`config.mk`:
```
export PLATFORM = sky130hd
export DESIGN_NAME = synth_note_fetcher_flat
export DESIGN_NICKNAME = d
export VERILOG_FILES = /design/src/rtl/synth_note_fetcher_if.sv /design/src/rtl/synth_note_fetcher.sv /design/src/flat_wrapper.sv
export SDC_FILE = /design/constraint.sdc
export NUM_CORES = 1
export LEC_CHECK = 0
export CORE_MARGIN = 5
export CORE_UTILIZATION = 50
export DETAILED_ROUTE_END_ITERATION = 8
export GPL_ROUTABILITY_DRIVEN = 0
export GPL_TIMING_DRIVEN = 0
export PLACE_DENSITY = 0.78
export SLEW_MARGIN = 20
export SYNTH_ARGS = -nofsm -noshare
export SYNTH_HDL_FRONTEND = slang
export SYNTH_SLANG_ARGS = --single-unit
```
`constraint.sdc`:
```
create_clock -name iCLK -period 5.9 [get_ports iCLK]
set_clock_uncertainty 0.1 [all_clocks]
set_input_delay 0.59 -clock iCLK [delete_from_list [all_inputs] [get_ports iCLK]]
set_output_delay 0.59 -clock iCLK [all_outputs]
set_load 0.05 [all_outputs]
```
`src/rtl/synth_note_fetcher_if.sv`:
```
// synth_note_fetcher_if: control, memory port B and synth-side signals of the note fetcher
interface synth_note_fetcher_if;
    logic        iStart;
    logic        iStop;
    logic        iLoop;
    logic        iTick;
    logic [31:0] iBaseAddr;
    logic [31:0] oSynthAddress;
    logic [31:0] iSynthNoteData;
    logic [7:0]  oPitch;
    logic [6:0]  oVolume;
    logic        oNoteOn;
    logic        oBusy;
    logic        oDone;
    modport slave (
        input  iStart, iStop, iLoop, iTick, iBaseAddr, iSynthNoteData,
        output oSynthAddress, oPitch, oVolume, oNoteOn, oBusy, oDone
    );
    modport master (
        output iStart, iStop, iLoop, iTick, iBaseAddr, iSynthNoteData,
        input  oSynthAddress, oPitch, oVolume, oNoteOn, oBusy, oDone
    );
endinterface

```
`src/rtl/synth_note_fetcher.sv`:
```
// synth_note_fetcher: walks a note table over memory port B and gates pitch/volume to the synth
module synth_note_fetcher #(
    parameter int MAX_NOTES   = 256,
    parameter int MEM_LATENCY = 1
) (
    input  logic                iCLK,
    input  logic                iRST,
    synth_note_fetcher_if.slave bus
);
    localparam int IW = $clog2(MAX_NOTES);
    typedef enum logic [2:0] {IDLE, ADDR, WAIT, DECODE, PLAY} state_t;
    state_t        state, stateNext;
    logic [31:0]   base, synthAddress;
    logic [IW-1:0] index;
    logic [1:0]    waitCnt;
    logic [15:0]   durCnt, noteDur;
    logic [7:0]    notePitch, pitch;
    logic [6:0]    noteVol, volume;
    logic          noteOn, done;
    logic          noteEnd, lastIndex, tableEnd;
    assign noteEnd   = state == PLAY && bus.iTick && durCnt == 16'd1;
    assign lastIndex = index == IW'(MAX_NOTES - 1);
    assign tableEnd  = (state == DECODE && noteDur == 16'd0) || (noteEnd && lastIndex);
    assign bus.oSynthAddress = synthAddress;
    assign bus.oPitch        = pitch;
    assign bus.oVolume       = volume;
    assign bus.oNoteOn       = noteOn;
    assign bus.oBusy         = state != IDLE;
    assign bus.oDone         = done;
    // next state: stop beats everything, table end either loops or returns to IDLE
    always_comb begin
        stateNext = state;
        if (bus.iStop) stateNext = IDLE;
        else if (tableEnd) stateNext = bus.iLoop ? ADDR : IDLE;
        else case (state)
            IDLE:    stateNext = bus.iStart ? ADDR : IDLE;
            ADDR:    stateNext = WAIT;
            WAIT:    stateNext = waitCnt == 2'd1 ? DECODE : WAIT;
            DECODE:  stateNext = PLAY;
            PLAY:    stateNext = noteEnd ? ADDR : PLAY;
            default: stateNext = IDLE;
        endcase
    end
    // state register plus address, fetch, note and index datapath
    always_ff @(posedge iCLK) begin
        if (iRST) begin
            state        <= IDLE;
            base         <= '0;
            synthAddress <= '0;
            index        <= '0;
            waitCnt      <= '0;
            durCnt       <= '0;
            noteDur      <= '0;
            notePitch    <= '0;
            noteVol      <= '0;
            pitch        <= '0;
            volume       <= '0;
            noteOn       <= 1'b0;
            done         <= 1'b0;
        end else begin
            state <= stateNext;
            done  <= !bus.iStop && tableEnd && !bus.iLoop;
            if (bus.iStop) noteOn <= 1'b0;
            else begin
                if (state == IDLE && bus.iStart) begin
                    base  <= {bus.iBaseAddr[31:2], 2'b00};
                    index <= '0;
                end
                if (state == ADDR) begin
                    synthAddress <= base + 32'({index, 2'b00});
                    waitCnt      <= 2'(MEM_LATENCY);
                end
                if (state == WAIT) begin
                    waitCnt <= waitCnt - 2'd1;
                    if (waitCnt == 2'd1) begin
                        noteVol   <= bus.iSynthNoteData[30:24];
                        notePitch <= bus.iSynthNoteData[23:16];
                        noteDur   <= bus.iSynthNoteData[15:0];
                    end
                end
                if (state == DECODE && noteDur != 16'd0) begin
                    pitch  <= notePitch;
                    volume <= noteVol;
                    durCnt <= noteDur;
                    noteOn <= 1'b1;
                end
                if (state == PLAY && bus.iTick) durCnt <= durCnt - 16'd1;
                if (noteEnd) noteOn <= 1'b0;
                if (tableEnd) index <= '0;
                else if (noteEnd) index <= index + IW'(1);
            end
        end
    end
endmodule

```
`src/flat_wrapper.sv`:
```
// flat-port wrapper written by rule: the top's interface ports become plain ports
module synth_note_fetcher_flat 
#(
    parameter int MAX_NOTES   = 256,
    parameter int MEM_LATENCY = 1
)
  (iCLK, iRST, bus_iStart, bus_iStop, bus_iLoop, bus_iTick, bus_iBaseAddr, bus_iSynthNoteData, bus_oSynthAddress, bus_oPitch, bus_oVolume, bus_oNoteOn, bus_oBusy, bus_oDone);
  synth_note_fetcher_if bus_i ();
  input  logic iCLK;
  input  logic iRST;
  input wire logic [$bits(bus_i.iStart)-1:0] bus_iStart;
  input wire logic [$bits(bus_i.iStop)-1:0] bus_iStop;
  input wire logic [$bits(bus_i.iLoop)-1:0] bus_iLoop;
  input wire logic [$bits(bus_i.iTick)-1:0] bus_iTick;
  input wire logic [$bits(bus_i.iBaseAddr)-1:0] bus_iBaseAddr;
  input wire logic [$bits(bus_i.iSynthNoteData)-1:0] bus_iSynthNoteData;
  output wire logic [$bits(bus_i.oSynthAddress)-1:0] bus_oSynthAddress;
  output wire logic [$bits(bus_i.oPitch)-1:0] bus_oPitch;
  output wire logic [$bits(bus_i.oVolume)-1:0] bus_oVolume;
  output wire logic [$bits(bus_i.oNoteOn)-1:0] bus_oNoteOn;
  output wire logic [$bits(bus_i.oBusy)-1:0] bus_oBusy;
  output wire logic [$bits(bus_i.oDone)-1:0] bus_oDone;
  assign bus_i.iStart = bus_iStart;
  assign bus_i.iStop = bus_iStop;
  assign bus_i.iLoop = bus_iLoop;
  assign bus_i.iTick = bus_iTick;
  assign bus_i.iBaseAddr = bus_iBaseAddr;
  assign bus_i.iSynthNoteData = bus_iSynthNoteData;
  assign bus_oSynthAddress = bus_i.oSynthAddress;
  assign bus_oPitch = bus_i.oPitch;
  assign bus_oVolume = bus_i.oVolume;
  assign bus_oNoteOn = bus_i.oNoteOn;
  assign bus_oBusy = bus_i.oBusy;
  assign bus_oDone = bus_i.oDone;
  synth_note_fetcher #(.MAX_NOTES(MAX_NOTES), .MEM_LATENCY(MEM_LATENCY)) u_core (.iCLK(iCLK), .iRST(iRST), .bus(bus_i));
endmodule
```
==> reports/qor.txt <==
Status: completed
Worst skew pair latency: 0.42 ns
Register bit total from synthesis: 137
Non-Filler Instances: 1084
Seq/Total Area, Yosys: 0.446
Top cell type's share of synthesized area: 0.446
GRT overflow: 0
Lkg Pwr: 2.83 nW
Slew Limit Fails: 0
R2R Path End: u_core.bus.oSynthAddress[30]
Antenna violations before repair: 0
Maxcap violations: 0
Area of the multi-input gates: 0.00318 sq mm
Worst reg2reg setup slack: 3.01 ns
Post-synthesis mux area share: 0.00346
Vias per inst: 5.47
Crit path time final: 2.89 ns
Worst-case reg-to-reg path depth: 9
Most frequent cells in the layout: nand2_1 (212), dfxtp_1 (137), a21oi_1 (125)
XOR/XNOR Fraction of Synth Area: 0.0527
Worst slew pin tran: 0.902 ns
CP arrival: 3.08 ns
Yosys top cell by area: dfxtp_1
P&R area growth vs syn: 31.2%
Post-route cell area: 0.00806 sq mm
CTS buffer count: 17
Pin count of the biggest net entering global routing: 17
Reg-to-Reg Start: u_core.index[0]
Hold_buf cts: 0
WL/cell: 15.8 um
Die area: 0.0146 sq mm
Post-synthesis cell count: 791
Number of global-route vias before repair: 5787
Critical Path Fanout Max: 10
Critical path class: reg2reg
Die width: 121 um
Remaining DRCs: 0
Asr flop ratio synth: 0
Hold endpoint: u_core.bus.oPitch[7]
Core area: 0.0120 sq mm
Final number of setup-violating endpoints: 0
Flip-flop and latch area: 0.00274 sq mm
Largest cells by area after synthesis: dfxtp_1 (45%), nand2_1 (13%), a21oi_1 (10%)
Most common cell after layout, fill and taps aside: nand2_1
Maximum VDD drop: 0.300 mV
Io pins: 120
Share of cells above drive strength 1: 0.0438
Hold depth: 2
1st-pass router iterations: 5
Max-Slew Margin vs Limit: 0.393
TritonCTS clock tree: built
Fillers: 1034
Post-synth EDFFs: 0
Post-Place Worst Slack: 2.59 ns
Tcrit/Tclk final: 0.490
Post-Syn Area: 0.00615 sq mm
Total global-route track usage: 0.238
ANT cells: 0
RSZ-0062 raised after global routing: false
Worst hold path type: reg2reg
Dpl cells: 1052
CTS root buf: clkbuf_16
Post-Synth Adder-Cell Area: 0.0277
Hold path startpoint: u_core.notePitch[7]
Worst setup EP type: register
Fin util: 0.671
Compound-cell area share of the yosys netlist: 0.192
Post-DP Area: 0.00746 sq mm
Clock-pin slew on the worst setup and hold paths: 0.06 ns
Largest family of logic cells by synthesized area: simple AND/OR/NAND/NOR gates
Pwr Total: 2.19 mW
Highest Clock Rate: 346 MHz
Synth unique cells: 55
DR vias: 5930
Routed wire length: 17100 um
Syn_area_per_cell: 7.77 sq um
Post-route ant nets: 0
Row count: 40
Crit start category: register
Iteration-0 DRC Markers: 385
Min setup slack post-route: 3.01 ns
Port Buffers: 113
Sink Count: 137
Final Hold Violating Endpoints: 0
Cts repair resizes: 0
Synth Area in Simple Gates: 0.240
First-pass GRT wire length: 28100 um
Worst path required time: 6.09 ns
Die Height: 121 um
Most used DFF post-synth: dfxtp_1
Clk buf depth: 2
YS warnings: 0
Hold Worst Slack: 0.350 ns
Postcts setup bufs: 0
Layout Nets: 1007
Setup TNS: 0 ns
Initial Util: 0.512
Power per Cell Area: 272 mW/mm^2
H-tree levels: 4
Final HPWL DP: 12200 um
worst max-delay path, cell delays in order, from the launching register on:
cell	delay, ns
dfxtp_1	0.38
ha_1	0.27
fa_1	0.45
a211oi_1	0.41
o211ai_1	0.15
nand2b_1	0.12
clkbuf_1	0.44
nor4b_1	0.14
xnor2_1	0.22
a21oi_1	0.09
synthesized netlist by cell type (2+ instances only):
master	number
a211o_1	2
a211oi_1	8
a21o_1	5
a21oi_1	125
a31oi_1	4
and3_1	5
buf_4	2
clkbuf_1	49
dfxtp_1	137
ha_1	12
inv_1	7
nand2_1	212
nand2b_1	8
nand3_1	9
nand3b_1	2
nand4_1	3
nor2_1	46
nor3_1	17
nor3b_1	6
nor4_1	14
nor4b_1	4
o2111ai_1	5
o211a_1	2
o211ai_1	5
o21a_1	2
o21ai_0	32
o22ai_1	2
o41ai_1	2
or4_1	3
xnor2_1	25
xor2_1	12
where the power goes:
group / leakage (nW) / internal (mW) / switching [mW] / total [mW]
registers: 1.11 / 0.943 / 0.0145 / 0.957
logic: 1.43 / 0.0751 / 0.0890 / 0.164
clock network: 0.296 / 0.671 / 0.401 / 1.07
total: 2.83 / 1.69 / 0.504 / 2.19
metal layers:
metal / wire length [um] / vias to the layer above / GRT usage / part of all wire
li1: - / 2982 / - / -
met1: 7750 / 2758 / 0.313 / 0.45
met2: 8180 / 162 / 0.386 / 0.48
met3: 802 / 28 / 0.0513 / 0.047
met4: 352 / 0 / 0.0892 / 0.021
met5: 0 / - / 0 / 0
flip-flops by register name (all words and copies together) (netlist names):
signal and count:
u_core.base 30, u_core.bus.oDone 1, u_core.bus.oNoteOn 1, u_core.bus.oPitch 8, u_core.bus.oSynthAddress 30, u_core.bus.oVolume 7, u_core.durCnt 16, u_core.index 8
u_core.noteDur 16, u_core.notePitch 8, u_core.noteVol 7, u_core.state 3, u_core.waitCnt 2
logic make-up after synthesis:
kind of cell / count (synthesis)
compound gates: 205
buf+inv: 59
flops: 137
xor+xnor: 37
fa+ha+maj: 13
simple gates: 337
mux: 2
other cells: 1
layout make-up:
cell class	count	share of cell area
clock inverter	13	0.0186
timing repair buffer	113	0.140
tap	147	0.0228
buffer	52	0.0253
multi-input combinational	596	0.395
inverter	7	0.00326
clock buffer	19	0.0549
sequential	137	0.340
worst max path at each step:
stage,from,to,cells past startpoint
2_1_floorplan,u_core.index[0],u_core.bus.oSynthAddress[16],9
3_3_place_gp,bus_iStop,u_core.bus.oSynthAddress[6],6
3_5_place_dp,bus_iStop,u_core.bus.oSynthAddress[6],6
4_1_cts,bus_iStop,u_core.bus.oSynthAddress[6],6
5_1_grt,u_core.index[0],u_core.bus.oSynthAddress[30],9
6_report,u_core.index[0],u_core.bus.oSynthAddress[30],9
Note: power is estimated with default switching activity, not from simulation.
